[src/rtl/lsu_bus_bridge.sv]
// -----------------------------------------------------------------------------
// lsu_bus_bridge
//
// Memory-stage load/store responder. Each load or store seen in the memory
// stage becomes one transaction on a variable-latency req/ack data bus. The
// pipeline is held through StallMem while the transaction is outstanding.
// Load data comes back sign- or zero-extended for writeback.
//
// Handshake: bus_req rises on the cycle after a legal access is accepted and
// stays high, with bus_we/bus_addr/bus_wdata/bus_be stable, until the cycle in
// which bus_ack is sampled high (one-cycle completion, bus_rdata valid with it)
// or until the timeout budget runs out. bus_ack outside REQ is ignored.
//
// Ports:
//   clk, reset           rising-edge clock, asynchronous active-low reset
//   MemWriteM, MemReadM  store / load in memory stage (store wins if both)
//   funct3M              size/sign: 000 B, 001 H, 010 W, 100 BU, 101 HU
//   ALUResultM           byte address
//   WriteDataM           right-aligned store data
//   StallMem             pipeline hold (combinational)
//   ReadDataM            extended load data, valid in DONE
//   MisalignM            one-cycle pulse for illegal/misaligned access
//   BusTimeoutM          one-cycle pulse (DONE) for an aborted access
//   bus_*                data bus request side
//   dbg_state            FSM state (0 IDLE, 1 REQ, 2 DONE)
// -----------------------------------------------------------------------------
module lsu_bus_bridge #(
    parameter int XLEN        = 32,
    parameter int TIMEOUT_CYC = 16
) (
    input  logic            clk,
    input  logic            reset,
    input  logic            MemWriteM,
    input  logic            MemReadM,
    input  logic [2:0]      funct3M,
    input  logic [XLEN-1:0] ALUResultM,
    input  logic [XLEN-1:0] WriteDataM,
    output logic            StallMem,
    output logic [XLEN-1:0] ReadDataM,
    output logic            MisalignM,
    output logic            BusTimeoutM,
    output logic            bus_req,
    output logic            bus_we,
    output logic [XLEN-1:0] bus_addr,
    output logic [XLEN-1:0] bus_wdata,
    output logic [3:0]      bus_be,
    input  logic            bus_ack,
    input  logic [XLEN-1:0] bus_rdata,
    output logic [1:0]      dbg_state
);

    typedef enum logic [1:0] {
        S_IDLE = 2'd0,
        S_REQ  = 2'd1,
        S_DONE = 2'd2
    } state_t;

    localparam logic [7:0] LP_CNT_LAST = 8'(TIMEOUT_CYC - 1);

    state_t          r_state;
    logic [7:0]      r_cnt;
    logic            r_timeout;
    logic            r_bus_req;
    logic            r_we;
    logic [XLEN-1:0] r_addr;
    logic [XLEN-1:0] r_wdata;
    logic [3:0]      r_be;
    logic [2:0]      r_funct3;
    logic [1:0]      r_lane;
    logic [XLEN-1:0] r_rdata;

    logic            w_access;
    logic            w_legal;
    logic            w_start;
    logic            w_misalign;
    logic [1:0]      w_lane;
    logic [3:0]      w_be;
    logic [XLEN-1:0] w_wdata;
    logic [7:0]      w_byte;
    logic [15:0]     w_half;
    logic [XLEN-1:0] w_load_ext;

    assign w_access = MemWriteM | MemReadM;
    assign w_lane   = ALUResultM[1:0];

    // Legality, byte enables and store-lane replication from the live inputs.
    always_comb begin
        w_legal = 1'b0;
        w_be    = 4'b1111;
        w_wdata = WriteDataM;
        case (funct3M)
            3'b000, 3'b100: w_legal = 1'b1;
            3'b001, 3'b101: w_legal = ~w_lane[0];
            3'b010:         w_legal = (w_lane == 2'b00);
            default:        w_legal = 1'b0;
        endcase
        case (funct3M[1:0])
            2'b00: begin
                w_be    = 4'b0001 << w_lane;
                w_wdata = {(XLEN/8){WriteDataM[7:0]}};
            end
            2'b01: begin
                w_be    = 4'b0011 << w_lane;
                w_wdata = {(XLEN/16){WriteDataM[15:0]}};
            end
            default: begin
                w_be    = 4'b1111;
                w_wdata = WriteDataM;
            end
        endcase
    end

    // Load lane extraction uses the lane and size latched at acceptance.
    assign w_byte = 8'(bus_rdata >> {r_lane, 3'b000});
    assign w_half = r_lane[1] ? bus_rdata[31:16] : bus_rdata[15:0];

    always_comb begin
        w_load_ext = bus_rdata;
        case (r_funct3)
            3'b000:  w_load_ext = {{(XLEN-8){w_byte[7]}}, w_byte};
            3'b001:  w_load_ext = {{(XLEN-16){w_half[15]}}, w_half};
            3'b100:  w_load_ext = {{(XLEN-8){1'b0}}, w_byte};
            3'b101:  w_load_ext = {{(XLEN-16){1'b0}}, w_half};
            default: w_load_ext = bus_rdata;
        endcase
    end

    // Gating with reset keeps the combinational outputs quiet while reset is low.
    assign w_start    = reset & (r_state == S_IDLE) & w_access & w_legal;
    assign w_misalign = reset & (r_state == S_IDLE) & w_access & ~w_legal;

    assign StallMem    = w_start | (reset & (r_state == S_REQ));
    assign MisalignM   = w_misalign;
    assign ReadDataM   = w_misalign ? '0 : r_rdata;
    assign BusTimeoutM = r_timeout;
    assign bus_req     = r_bus_req;
    assign bus_we      = r_we;
    assign bus_addr    = r_addr;
    assign bus_wdata   = r_wdata;
    assign bus_be      = r_be;
    assign dbg_state   = r_state;

    always_ff @(posedge clk or negedge reset) begin
        if (!reset) begin
            r_state   <= S_IDLE;
            r_cnt     <= '0;
            r_timeout <= 1'b0;
            r_bus_req <= 1'b0;
            r_we      <= 1'b0;
            r_addr    <= '0;
            r_wdata   <= '0;
            r_be      <= '0;
            r_funct3  <= '0;
            r_lane    <= '0;
            r_rdata   <= '0;
        end else begin
            case (r_state)
                S_IDLE: begin
                    r_timeout <= 1'b0;
                    r_cnt     <= '0;
                    if (w_start) begin
                        r_bus_req <= 1'b1;
                        r_we      <= MemWriteM;
                        r_addr    <= {ALUResultM[XLEN-1:2], 2'b00};
                        r_wdata   <= w_wdata;
                        r_be      <= w_be;
                        r_funct3  <= funct3M;
                        r_lane    <= w_lane;
                        r_state   <= S_REQ;
                    end
                end
                S_REQ: begin
                    if (bus_ack) begin
                        r_bus_req <= 1'b0;
                        r_rdata   <= r_we ? '0 : w_load_ext;
                        r_state   <= S_DONE;
                    end else if (r_cnt == LP_CNT_LAST) begin
                        // Abort: report through BusTimeoutM and return zero data.
                        r_bus_req <= 1'b0;
                        r_timeout <= 1'b1;
                        r_rdata   <= '0;
                        r_state   <= S_DONE;
                    end else begin
                        r_cnt <= r_cnt + 8'd1;
                    end
                end
                S_DONE: begin
                    r_timeout <= 1'b0;
                    r_state   <= S_IDLE;
                end
                default: r_state <= S_IDLE;
            endcase
        end
    end

endmodule

[config.mk]
export PLATFORM = sky130hd
export DESIGN_NAME = lsu_bus_bridge
export DESIGN_NICKNAME = d
export VERILOG_FILES = /design/src/rtl/lsu_bus_bridge.sv
export SDC_FILE = /design/constraint.sdc
export NUM_CORES = 1
export LEC_CHECK = 0
export BUFFER_PORTS_ARGS = -buffer_cell sky130_fd_sc_hd__buf_2
export CORE_MARGIN = 2
export CORE_UTILIZATION = 45
export CTS_BUF_LIST = sky130_fd_sc_hd__clkbuf_16
export CTS_CLUSTER_SIZE = 14
export DETAILED_ROUTE_END_ITERATION = 8
export GPL_ROUTABILITY_DRIVEN = 0
export PLACE_DENSITY = 0.75
export SETUP_SLACK_MARGIN = 0.3
export SYNTH_ARGS = -nofsm -noshare
export SYNTH_HDL_FRONTEND = slang
export SYNTH_SLANG_ARGS = --single-unit
[constraint.sdc]
create_clock -name clk -period 2.3 [get_ports clk]
set_input_delay 0.69 -clock clk [delete_from_list [all_inputs] [get_ports clk]]
set_output_delay 0.69 -clock clk [all_outputs]
set_load 0.03 [all_outputs]
==> flow_summary.ini <==
[global_routing]
grt_use_met2 = 0.419
grt_remaining_overflow = 0
grt_use_met1 = 0.298
global_route.usage.met3 = 0.0790
antenna_violations_before_repair = 1
vias_in_the_first_global_route = 5046
gr-max-usage-layer = met2
grt_use_total = 0.251
grt_start_max_net_pins = 65
grt_first_pass_wirelength_um = 25600

[final_layout]
fillers = 807
syn_to_final_growth_pct = 55.8
num_antenna_cells = 0
final_cell_area_um2 = 8720
share_of_layout_cells_above_drive_strength_1 = 0.539
final_nets = 854

[worst_setup_path]
crit_arrival_ns = 1.78
timing.reg2reg.setup_slack_ns = 0.40
cp.required_ns = 1.61
timing.rr.end = bus_be[3]
critPathCaptureType = output port
timing_worst_setup_path_type = in -> out
worst_r2r_path_depth = 9
crit_fanout = 9
r2r_start = dbg_state[0]
setup.worst_path.start_class = input port

[sta]
finalSetupViolCount = 34
timing_max_transition_violations_final = 0
fmax_mhz = 405
worstMarginPinSlew_ns = 0.825
rsz0062_at_grt = true
report.final.hold_viol_count = 0
skew_ns = 0.00533
finalWorstSetupSlack_ns = -0.168
share_of_the_clock_period_used_by_the_worst_path = 1.07
worst_slew_margin_rel = 0.450
period_minus_slack_ns = 2.47
fin_setup_tns_ns = -4.76

[die]
start_util = 0.464
ios = 211
floorplan.rows = 40
die_w_um = 116
vert_die_dim_um = 116
die-area_um2 = 13400
design.core.area_um2 = 12100

[clock_tree]
clkSlewWorstSetupHoldPaths_ns = 0.05
max-clock-path-buffers = 2
postCtsHoldBufs = 0
clock-root-buffer = clkbuf_16
clk_latency_ns = 0.42
cts_inserted_buffers = 17
clock_sinks = 116
clock_tree.htree_level_count = 4
clock_tree_from_tritoncts = done

[placement]
dp_hpwl_um = 11200
postPlaceCellArea_um2 = 7270
buffer_ports.inserted = 208

[power]
share_comb_of_total_power = 0.433
power_leakage_uw = 0.00438
seq_power_share = 0.315
ir_worst_vdd_mv = 0.826
cellInternalPower_uw = 6430
power.clock.fraction = 0.252
switching_share = 0.372
power_density_nw_per_um2 = 1170
net-switching-power_uw = 3810

[yosys]
synth-edff-count = 0
synth_async_sr_flop_share = 1.00
yosys_most_used_dff = dfrtp_1
synth_top_cells_by_area = dfrtp_1, mux2_2, mux2i_1
area_share_of_the_leading_cell_type_in_the_synthesized_netlist = 0.518
proportion_of_synthesized_chip_area_in_sequential_cells = 0.518
syn_avg_cell_area_um2 = 11.0
yosys_register_bits = 116
yosysWarnings = 0
synth.lib_cells_used.distinct = 47
synthesis.area_um2 = 5600
synth.largest_area_cell = dfrtp_1
synth_cells = 507

[outcome]
violated_checks = negative setup slack
status = finished with violations

[hold_path]
worst_hold_path.num_cells = 1
hp-start = BusTimeoutM
timing.hold.worst_endpoint = BusTimeoutM
hold_class = reg -> reg

[detailed_routing]
count_of_tritonroute_iterations_in_the_first_routing_pass = 5
detail_route.wirelength_um = 17800
viasPerCell = 5.44
num_vias = 5050
wire_per_inst_um = 19.2
drc_errors = 0
route.antenna.remaining_nets = 0
detail_route.iter0.violations = 309

[job]
max-cap-violations = 0
==> per-layer routing <==
layer,vias to the layer above,wire length [um]
met2,257,8830
met3,43,1530
met1,2457,6930
met5,-,13
li1,2291,-
met4,2,512
==> through the flow <==
stage	setup slack, ns	cells	util	hold WS [ns]	total power (uW)
CTS	-0.203	915	0.685	0.477	9960
global placement	-0.226	881	0.603	0.457	6780
global route	-0.215	929	0.723	0.496	10700
floorplan	-0.0448	508	-	0.394	5760
finish	-0.168	929	0.723	0.481	10200
detailed placement	-0.257	881	0.603	0.465	6880
==> cell usage after synthesis, drive strengths merged, types with 2 or more instances <==
master	n
o21a	2
a32o	8
clkbuf	20
nand3	3
nor2b	36
nand2	57
nor2	23
or3	4
a22o	2
or2	2
nor3	2
o211ai	4
inv	4
a21oi	19
o21ai	45
o2bb2ai	7
a2111o	2
nor4	2
nor4b	2
dfrtp	116
a221o	16
nand2b	14
mux2	52
buf	17
mux2i	32
==> kinds of logic after synthesis <==
logic type	count (synthesis)	synth area share
AND/OR/NAND/NOR	152	0.142
other	1	0.000670
multiplexers	85	0.166
buffers and inverters	41	0.0337
flip-flops	116	0.518
AO/OA/AOI/OAI	111	0.137
adder cells (fa/ha/maj)	1	0.00223
==> flip-flops by register name, summed over array words and instances (netlist names) <==
name	flops
bus_wdata	32
r_lane	2
r_funct3	3
r_cnt	8
BusTimeoutM	1
bus_we	1
r_rdata	32
bus_req	1
bus_be	4
bus_addr	30
dbg_state	2
==> worst max-delay path, stage by stage <==
cell	delay (ns)
buf_8	0.11
nor4_4	0.34
nor3_4	0.07
buf_12	0.16
clkbuf_16	0.16
nor2b_4	0.11
buf_6	0.13
==> worst max-delay path by stage <==
stage | from | endpoint | slack, ns | cells past startpoint
after CTS | funct3M[2] | ReadDataM[31] | -0.20 | 7
final | ALUResultM[0] | ReadDataM[18] | -0.17 | 7
after global placement | funct3M[2] | ReadDataM[31] | -0.23 | 7
after floorplan | funct3M[2] | StallMem | -0.04 | 5
after detailed placement | funct3M[2] | ReadDataM[31] | -0.26 | 7
after global routing | dbg_state[0] | ReadDataM[7] | -0.21 | 7
==> layout by cell type (no fill, tap or decap), types with 17 or more instances in the layout <==
cell type / instances
nor2_1: 22
o21ai_1: 17
buf_4: 28
mux2i_1: 32
dfrtp_1: 114
o21ai_0: 23
buf_6: 40
a21oi_1: 17
buf_2: 169
nand2_1: 38
mux2_4: 43
clkbuf_16: 23
nor2b_4: 31
==> final cells by class <==
| class | instances | area (um2) | share of cell area |
|---|---|---|---|
| multi-input cells | 353 | 3110 | 0.356 |
| flip-flops and latches | 116 | 2910 | 0.333 |
| repair buffers | 257 | 1910 | 0.219 |
| clock buffers | 17 | 425 | 0.0488 |
| well taps | 168 | 210 | 0.0241 |
| clock inverters | 14 | 145 | 0.0166 |
| inverters | 4 | 15.0 | 0.00172 |
==> timing repair <==
item / 4_1_cts / 5_1_grt
cloned: 0 / 9
buffers inserted: 3 / 5
resized for setup: 112 / 85
pin swaps: 2 / 16
setup endpoints to repair: 66 / 100
==> power by group through the flow <==
stage | logic, uW | registers [uW] | clock network [uW]
floorplan | 1980 | 3780 | 0
global placement | 3650 | 3130 | 0
detailed placement | 3720 | 3170 | 0
CTS | 4190 | 3170 | 2600
global route | 4680 | 3300 | 2700
finish | 4430 | 3230 | 2580
No activity file was read; power rests on OpenSTA's default activity.
